File: src/rtl/load_store_unit.sv
// RV32I load/store unit: one outstanding data-memory access with byte-lane
// steering, load sign/zero extension, access checks and an ack timeout.
module load_store_unit #(
   parameter int MAX_WAIT = 64
) (
   input  logic        clk,
   input  logic        rst,
   input  logic        req_valid,
   output logic        req_ready,
   input  logic        req_we,
   input  logic [2:0]  req_funct3,
   input  logic [31:0] req_addr,
   input  logic [31:0] req_wdata,
   output logic        rsp_valid,
   output logic [31:0] rsp_rdata,
   output logic        rsp_err,
   output logic        busy,
   output logic        mem_req,
   output logic        mem_we,
   output logic [31:0] mem_addr,
   output logic [3:0]  mem_be,
   output logic [31:0] mem_wdata,
   input  logic        mem_ack,
   input  logic [31:0] mem_rdata
);

   localparam int NUM_LANES = 4;
   localparam logic [7:0] LAST_WAIT = 8'(MAX_WAIT - 1);

   typedef enum logic [1:0] {IDLE, ACCESS, RESP} state_t;

   state_t      state_q, state_d;
   logic [7:0]  cnt_q, cnt_d;
   logic [2:0]  funct3_q, funct3_d;
   logic [1:0]  off_q, off_d;

   logic        rsp_valid_d, rsp_err_d, busy_d;
   logic [31:0] rsp_rdata_d;
   logic        mem_req_d, mem_we_d;
   logic [31:0] mem_addr_d, mem_wdata_d;
   logic [3:0]  mem_be_d;

   logic                            accept, bad;
   logic [NUM_LANES-1:0]            lane_be;
   logic [NUM_LANES-1:0][7:0]       lane_wbyte;
   logic [31:0]                     rd_shift, load_fmt;

   assign req_ready = rst & (state_q == IDLE);
   assign accept    = req_valid & req_ready;

   always_comb begin
      bad = 1'b0;
      case (req_funct3)
         3'b000:         bad = 1'b0;
         3'b001:         bad = req_addr[0];
         3'b010:         bad = (req_addr[1:0] != 2'b00);
         3'b100:         bad = req_we;
         3'b101:         bad = req_we | req_addr[0];
         default:        bad = 1'b1;
      endcase
   end

   // Per-lane byte enable and store byte; misaligned cases never reach
   // ACCESS, so halfword lanes only need addr[1].
   for (genvar i = 0; i < NUM_LANES; i++) begin : g_lane
      localparam logic [1:0] LANE = 2'(i);
      always_comb begin
         lane_be[i]    = 1'b1;
         lane_wbyte[i] = req_wdata[8*i +: 8];
         case (req_funct3[1:0])
            2'b00: begin
               lane_be[i]    = (req_addr[1:0] == LANE);
               lane_wbyte[i] = req_wdata[7:0];
            end
            2'b01: begin
               lane_be[i]    = (req_addr[1] == LANE[1]);
               lane_wbyte[i] = req_wdata[8*(i%2) +: 8];
            end
            default: begin
               lane_be[i]    = 1'b1;
               lane_wbyte[i] = req_wdata[8*i +: 8];
            end
         endcase
      end
   end

   assign rd_shift = mem_rdata >> {off_q, 3'b000};

   always_comb begin
      case (funct3_q)
         3'b000:  load_fmt = {{24{rd_shift[7]}}, rd_shift[7:0]};
         3'b100:  load_fmt = {24'b0, rd_shift[7:0]};
         3'b001:  load_fmt = {{16{rd_shift[15]}}, rd_shift[15:0]};
         3'b101:  load_fmt = {16'b0, rd_shift[15:0]};
         default: load_fmt = mem_rdata;
      endcase
   end

   always_comb begin
      state_d     = state_q;
      cnt_d       = cnt_q;
      funct3_d    = funct3_q;
      off_d       = off_q;
      rsp_valid_d = 1'b0;
      rsp_err_d   = 1'b0;
      rsp_rdata_d = 32'b0;
      mem_req_d   = mem_req;
      mem_we_d    = mem_we;
      mem_addr_d  = mem_addr;
      mem_be_d    = mem_be;
      mem_wdata_d = mem_wdata;
      case (state_q)
         IDLE: begin
            if (accept) begin
               funct3_d = req_funct3;
               off_d    = req_addr[1:0];
               if (bad) begin
                  state_d     = RESP;
                  rsp_valid_d = 1'b1;
                  rsp_err_d   = 1'b1;
               end else begin
                  state_d     = ACCESS;
                  cnt_d       = 8'd0;
                  mem_req_d   = 1'b1;
                  mem_we_d    = req_we;
                  mem_addr_d  = {req_addr[31:2], 2'b00};
                  mem_be_d    = lane_be;
                  mem_wdata_d = lane_wbyte;
               end
            end
         end
         ACCESS: begin
            // Ack in the final wait cycle still completes the access.
            if (mem_ack || cnt_q == LAST_WAIT) begin
               state_d     = RESP;
               rsp_valid_d = 1'b1;
               rsp_err_d   = ~mem_ack;
               rsp_rdata_d = (mem_ack && !mem_we) ? load_fmt : 32'b0;
               mem_req_d   = 1'b0;
               mem_we_d    = 1'b0;
               mem_addr_d  = 32'b0;
               mem_be_d    = 4'b0;
               mem_wdata_d = 32'b0;
            end else begin
               cnt_d = cnt_q + 8'd1;
            end
         end
         RESP:    state_d = IDLE;
         default: state_d = IDLE;
      endcase
      busy_d = (state_d != IDLE);
   end

   always_ff @(posedge clk or negedge rst) begin
      if (!rst) begin
         state_q   <= IDLE;
         cnt_q     <= 8'd0;
         funct3_q  <= 3'b0;
         off_q     <= 2'b0;
         rsp_valid <= 1'b0;
         rsp_err   <= 1'b0;
         rsp_rdata <= 32'b0;
         busy      <= 1'b0;
         mem_req   <= 1'b0;
         mem_we    <= 1'b0;
         mem_addr  <= 32'b0;
         mem_be    <= 4'b0;
         mem_wdata <= 32'b0;
      end else begin
         state_q   <= state_d;
         cnt_q     <= cnt_d;
         funct3_q  <= funct3_d;
         off_q     <= off_d;
         rsp_valid <= rsp_valid_d;
         rsp_err   <= rsp_err_d;
         rsp_rdata <= rsp_rdata_d;
         busy      <= busy_d;
         mem_req   <= mem_req_d;
         mem_we    <= mem_we_d;
         mem_addr  <= mem_addr_d;
         mem_be    <= mem_be_d;
         mem_wdata <= mem_wdata_d;
      end
   end

endmodule

File: config.mk
export PLATFORM = sky130hd
export DESIGN_NAME = load_store_unit
export DESIGN_NICKNAME = d
export VERILOG_FILES = /design/src/rtl/load_store_unit.sv
export SDC_FILE = /design/constraint.sdc
export NUM_CORES = 1
export LEC_CHECK = 0
export CAP_MARGIN = 20
export CORE_MARGIN = 3
export CORE_UTILIZATION = 43
export CTS_CLUSTER_DIAMETER = 100
export CTS_CLUSTER_SIZE = 25
export DETAILED_ROUTE_END_ITERATION = 8
export GPL_TIMING_DRIVEN = 0
export PLACE_DENSITY_LB_ADDON = 0.2
export SLEW_MARGIN = 20
export SYNTH_ARGS = -nofsm -noshare
export SYNTH_HDL_FRONTEND = slang
export SYNTH_SLANG_ARGS = --single-unit
File: constraint.sdc
create_clock -name clk -period 2.3 [get_ports clk]
set_input_delay 0.575 -clock clk [delete_from_list [all_inputs] [get_ports clk]]
set_output_delay 0.575 -clock clk [all_outputs]
set_load 0.02 [all_outputs]
======== Word level (Yosys, flattened, before mapping) ========
Index checks and enable logic that the tools add are counted.
cells by class
  add/subtract/negate cells ............... 1
  eq/ne operators ......................... 17
  shift operators ......................... 1
  mux-type cells .......................... 44
  bitwise logic cells ..................... 5
  reduce and logical (&&, ||, !) cells .... 15
operator list
  cell                                                                    count
  32-bit 2-to-1 mux                                                       8
  32-bit case mux with 2 select lines                                     2
  32-bit case mux with 4 select lines                                     1
  8-bit 2-to-1 mux                                                        5
  8-bit case mux with 2 select lines                                      2
  32-bit by 5-bit right shift with 16-bit output                          1
  1-bit case mux with 2 select lines                                      8
  3-bit equality test (second input constant)                             4
  4-bit 2-to-1 mux                                                        3
  1-bit 2-to-1 mux                                                        9
  8-bit by 1-bit adder with 8-bit output (second input constant)          1
  8-bit by 6-bit equality test with 1-bit output (second input constant)  1
  2-bit inequality test (second input constant)                           4
  4-bit case mux with 2 select lines                                      1
  4-bit AND reduction                                                     2
  2-bit by 1-bit equality test with 1-bit output (second input constant)  3
  3-bit by 1-bit equality test with 1-bit output (second input constant)  2
  2-bit zero test                                                         3
  3-bit zero test                                                         2
  2-bit 2-to-1 mux                                                        3
  2-bit nonzero test                                                      3
  1-bit case mux with 5 select lines                                      1
  2-bit equality test (second input constant)                             2
  2-bit case mux with 2 select lines                                      1
  9 further kinds                                                         11
storage, ports and cells
  register bits after elaboration ......... 120
  input port bits ......................... 104
  output and inout port bits .............. 106

======== Depth between registers and ports, before layout ========
  depth after elaboration ................. 6
  depth in mapped cells ................... 7
  gate-level depth less buffers ........... 5

======== Worst setup path after synthesis ========
Ideal clock, no wire load.
  path type ............................... in2reg
  from .................................... input port req_funct3[0]
  to ...................................... register mem_addr[10]
  data arrival time ....................... 1805 ps
  required time ........................... 2179 ps
  path slack .............................. 374 ps
  cell stages on the path ................. 6
  cells stage by stage .................... or4_4 > nand2_2 > o211ai_2 > buf_4 > buf_6 > a22o_1
on the way
  word-level cells in the longest chain between the ends .. 4
RTL lines
  item                                         RTL line  text
  from (decl)                                  11        input logic [2:0] req_funct3,
  3-bit equality test (tied with other cells)  53        case (req_funct3)
  1-bit case mux with 5 select lines *         53
  2-bit inequality test (no source line) *     n/a
  4-bit AND reduction (no source line) *       n/a
  to (signal assigned)                         180       mem_addr <= mem_addr_d;
  to (decl)                                    20        output logic [31:0] mem_addr,
Every way passes the cells marked *; elsewhere a longest branch is shown, timed or not.
A chain may end at the register's enable or synchronous reset.

======== Final worst setup path ========
  from .................................... input port req_funct3[2]
  to ...................................... register mem_wdata[23]
on the way
  word-level cells in the longest chain between the ends .. 4
RTL lines
  item                                         RTL line  text
  3-bit equality test (tied with other cells)  53
  1-bit case mux with 5 select lines *         53
  2-bit inequality test (no source line) *     n/a
  4-bit AND reduction (no source line) *       n/a
  to (signal assigned)                         182       mem_wdata <= mem_wdata_d;
  to (decl)                                    22        output logic [31:0] mem_wdata,
Marks and branches as above.

==> run_results.csv <==
group,metric,value,unit
grt,track_usage,24.4,%
clocking,clkSinkCount,118,
synthesis,synth_edf_count,0,
worst_setup_path,worstSetupStartpointType,"input port",
clocking,root_buffer,"clkbuf_16",
synthesis,yosys_most_used_dff,"dfrtp_1",
floorplan,core_region_area,11600,sq um
floorplan,rows,39,
placed_design,place_congestion,0.855,
final_layout,regArea,2950,sq um
worst_setup_path,worst-r2r-setup-slack,330,ps
pwr,p_comb_share,30.7,%
grt,grt_max_degree,69,
sta,fin_crit_sh,96.4,%
pwr,power_frac_clock,34.5,%
grt,antenna_found_initial,0,
sta,tightest_slew,915,ps
synthesis,ys_warn_count,0,
final_layout,final_util,69.7,%
clocking,h-tree-depth,4,
synthesis,synthDistinctLibCells,51,
worst_setup_path,cp_max_fo,10,
route,drt_wl_total,16000,microns
synthesis,synthCells,440,
sta,setup_ws,83.9,ps
worst_setup_path,reg2regPathDepth,6,
clocking,ctsHoldBuffers,0,
sta,setup_violations,0,
clocking,cts_tree,"yes",
route,drcViolationCount,0,
worst_setup_path,slowest_delay,600,ps
final_layout,drive_gt1_share,9.13,%
route,dr.pass1.iters,4,
floorplan,die_width,116,microns
clocking,cts.reportedPaths.clkPinSlew,50,ps
synthesis,synthArstFlopShare,100,%
final_layout,diodes,0,
placed_design,dp_hpwl,11800,microns
sta,timing.fmax,451,MHz
sta,final.min_clock_period,2220,ps
grt,grt_pass1_vias,4795,
worst_setup_path,worst_path_max_delay_cell,"or4_4",
route,detail-route-antenna-nets,0,
clocking,clk_latency,420,ps
worst_setup_path,crit_chain,"clkdlybuf4s50_1 > or4_4 > nand2_2 > o211ai_2 > buf_4 > clkbuf_4 > o2bb2ai_1",
pwr,p_int,5570,uW
worst_setup_path,crit_cells,7,
final_layout,area_delta_synth_final,56.4,%
floorplan,die_y,116,microns
status,status,"completed",
pwr,p_leak,0.00373,uW
pwr,switchingPower,2430,uW
sta,rsz0062_at_grt,"no",
clocking,cts_made_buffers,17,
route,routed-via-count,4520,
pwr,swShare,30.4,%
sta,slew_headroom,38.8,%
worst_setup_path,worstPathArrival,2500,ps
sta,timing.final.hold_violations,0,
synthesis,synth-seq-cells,118,
sta,timing.final.max_slew_violations,0,
floorplan,pin_count,210,
synthesis,netlist_area,5160,sq um
floorplan,start_util,44.6,%
synthesis,ys_seq_area_share,57.3,%
job,cap_violations,0,
pwr,seq_power_share,34.8,%
final_layout,multi_input_area,2020,sq um
route,vias_per_cell,5.50,
worst_setup_path,path_buf_inv,3,
worst_setup_path,worstPathRequired,2580,ps
clocking,clockBufferDepth,2,
pwr,vdd_drop_max,0.000607,V
route,drt-wirelength-per-cell,19.5,microns
worst_setup_path,cp_top_family,"buffers and inverters",
grt,grt_first_pass_wirelength,25000,microns
worst_setup_path,crit_path_end_kind,"register",
sta,worst_clock_skew,7.13,ps
sta,holdWs,34.4,ps
pwr,p_per_area,991,nW/um^2
final_layout,num-nets-final,772,
hold_path,hold_path_class,"input port to asynchronous set/reset pin",
placed_design,pre_cts_slack,-491,ps
worst_setup_path,criticalPathCategory,"input port to register",
final_layout,fillers,880,
route,drtIter0Drc,281,
placed_design,numPortBuffers,206,
floorplan,die_area,13300,sq um
grt,grt_overflow,0,
synthesis,syn_avg_cell_area,11.7,sq um
-- cells in the mapped netlist, types with 4 or more instances --
master     number  area, sq um
buf_4           4         30.0
buf_2          13         65.1
a21o_1         24          180
buf_1           4         15.0
o2bb2ai_1      19          166
a22o_1         49          429
o221ai_1        7         61.3
nor2_1         14         52.6
clkbuf_1       12         45.0
o21ai_0        29          145
mux2i_1        32          320
nand3_1         7         35.0
a21oi_1        22          110
nand2_1        35          131
nand2b_1        4         25.0
dfrtp_1       118         2950
-- kinds of logic after synthesis --
kind of cell             after synthesis  synth area share, %
AO/OA/AOI/OAI                        167                 24.2
flip-flops                           118                 57.3
AND/OR/NAND/NOR                       80                 7.57
buffers and inverters                 39                 3.74
multiplexers                          34                 6.87
adder cells (fa/ha/maj)                1                0.243
other                                  1               0.0727
-- power by group through the flow --
stage	Sequential, uW	Clock [uW]	Combinational [uW]
5_1_grt	2840	2890	2610
4_1_cts	2780	2790	2470
2_1_floorplan	3220	0	762
3_3_place_gp	2780	0	2410
6_report	2780	2760	2460
3_5_place_dp	2790	0	2460
-- final timing paths --
path	startpoint	to
worst min register to register	funct3_q[2]$_DFFE_PN0P_	funct3_q[2]$_DFFE_PN0P_
worst min-delay path	rst	mem_req$_DFFE_PN0P_
max in group asynchronous	rst	mem_wdata[13]$_DFFE_PN0P_
worst max-delay path	req_funct3[2]	mem_wdata[23]$_DFFE_PN0P_
worst max register to register	cnt_q[0]$_DFFE_PN0P_	mem_addr[29]$_DFFE_PN0P_
min in group clk	funct3_q[2]$_DFFE_PN0P_	funct3_q[2]$_DFFE_PN0P_
-- per-layer routing --
metal / part of all wire, % / global-route usage [%]
met1: 40 / 29.9
met2: 50 / 39.5
met3: 8.6 / 8.88
met4: 1.8 / 9.15
met5: 0 / 0
-- per-stage QoR --
step | area (sq um) | std cells | total power [uW] | setup TNS (ps)
3_3_place_gp | 7400 | 790 | 5190 | -812640
2_1_floorplan | 5160 | 441 | 3980 | 0
4_1_cts | 8060 | 822 | 8040 | 0
6_report | 8060 | 822 | 7990 | 0
5_1_grt | 8060 | 822 | 8340 | 0
3_5_place_dp | 7430 | 791 | 5250 | -29710
-- layout by cell type, fill, tap and decap left out, types with 3 or more instances in the layout --
cell,count
a21oi_1,22
o221ai_1,7
inv_1,3
o2bb2ai_1,19
nand3_1,7
buf_1,4
clkinv_2,5
a22o_1,49
mux2i_1,32
o21ai_0,29
buf_4,4
bufinv_16,3
clkbuf_8,5
clkdlybuf4s50_1,204
clkbuf_16,17
dfrtp_1,118
nand2b_1,4
a21o_1,24
o22ai_1,3
buf_2,12
clkbuf_1,12
nor2_1,14
nand2_1,35
or2_2,3
-- sequential cells by signal, summed over array words and instances (netlist names), 2 cells and up --
name       cells
mem_wdata     32
mem_be         4
cnt_q          8
rsp_rdata     32
funct3_q       3
off_q          2
mem_addr      30
state_q        2
-- repair_timing --
item / in CTS / in global routing
setup endpoints to repair: 11 / 10
resized for setup: 4 / 1
pin swaps: 0 / 1
buffers inserted: 0 / 0
-- area by class of cell --
cell class	count	share of cell area (%)
Timing Repair Buffer	207	26.0
Inverter	4	0.186
Tap cell	143	2.22
Clock inverter	9	1.52
Sequential cell	118	36.6
Clock buffer	22	6.13
Buffer	35	2.23
Multi-Input combinational cell	284	25.1
No activity file was read; power rests on OpenSTA's default activity.
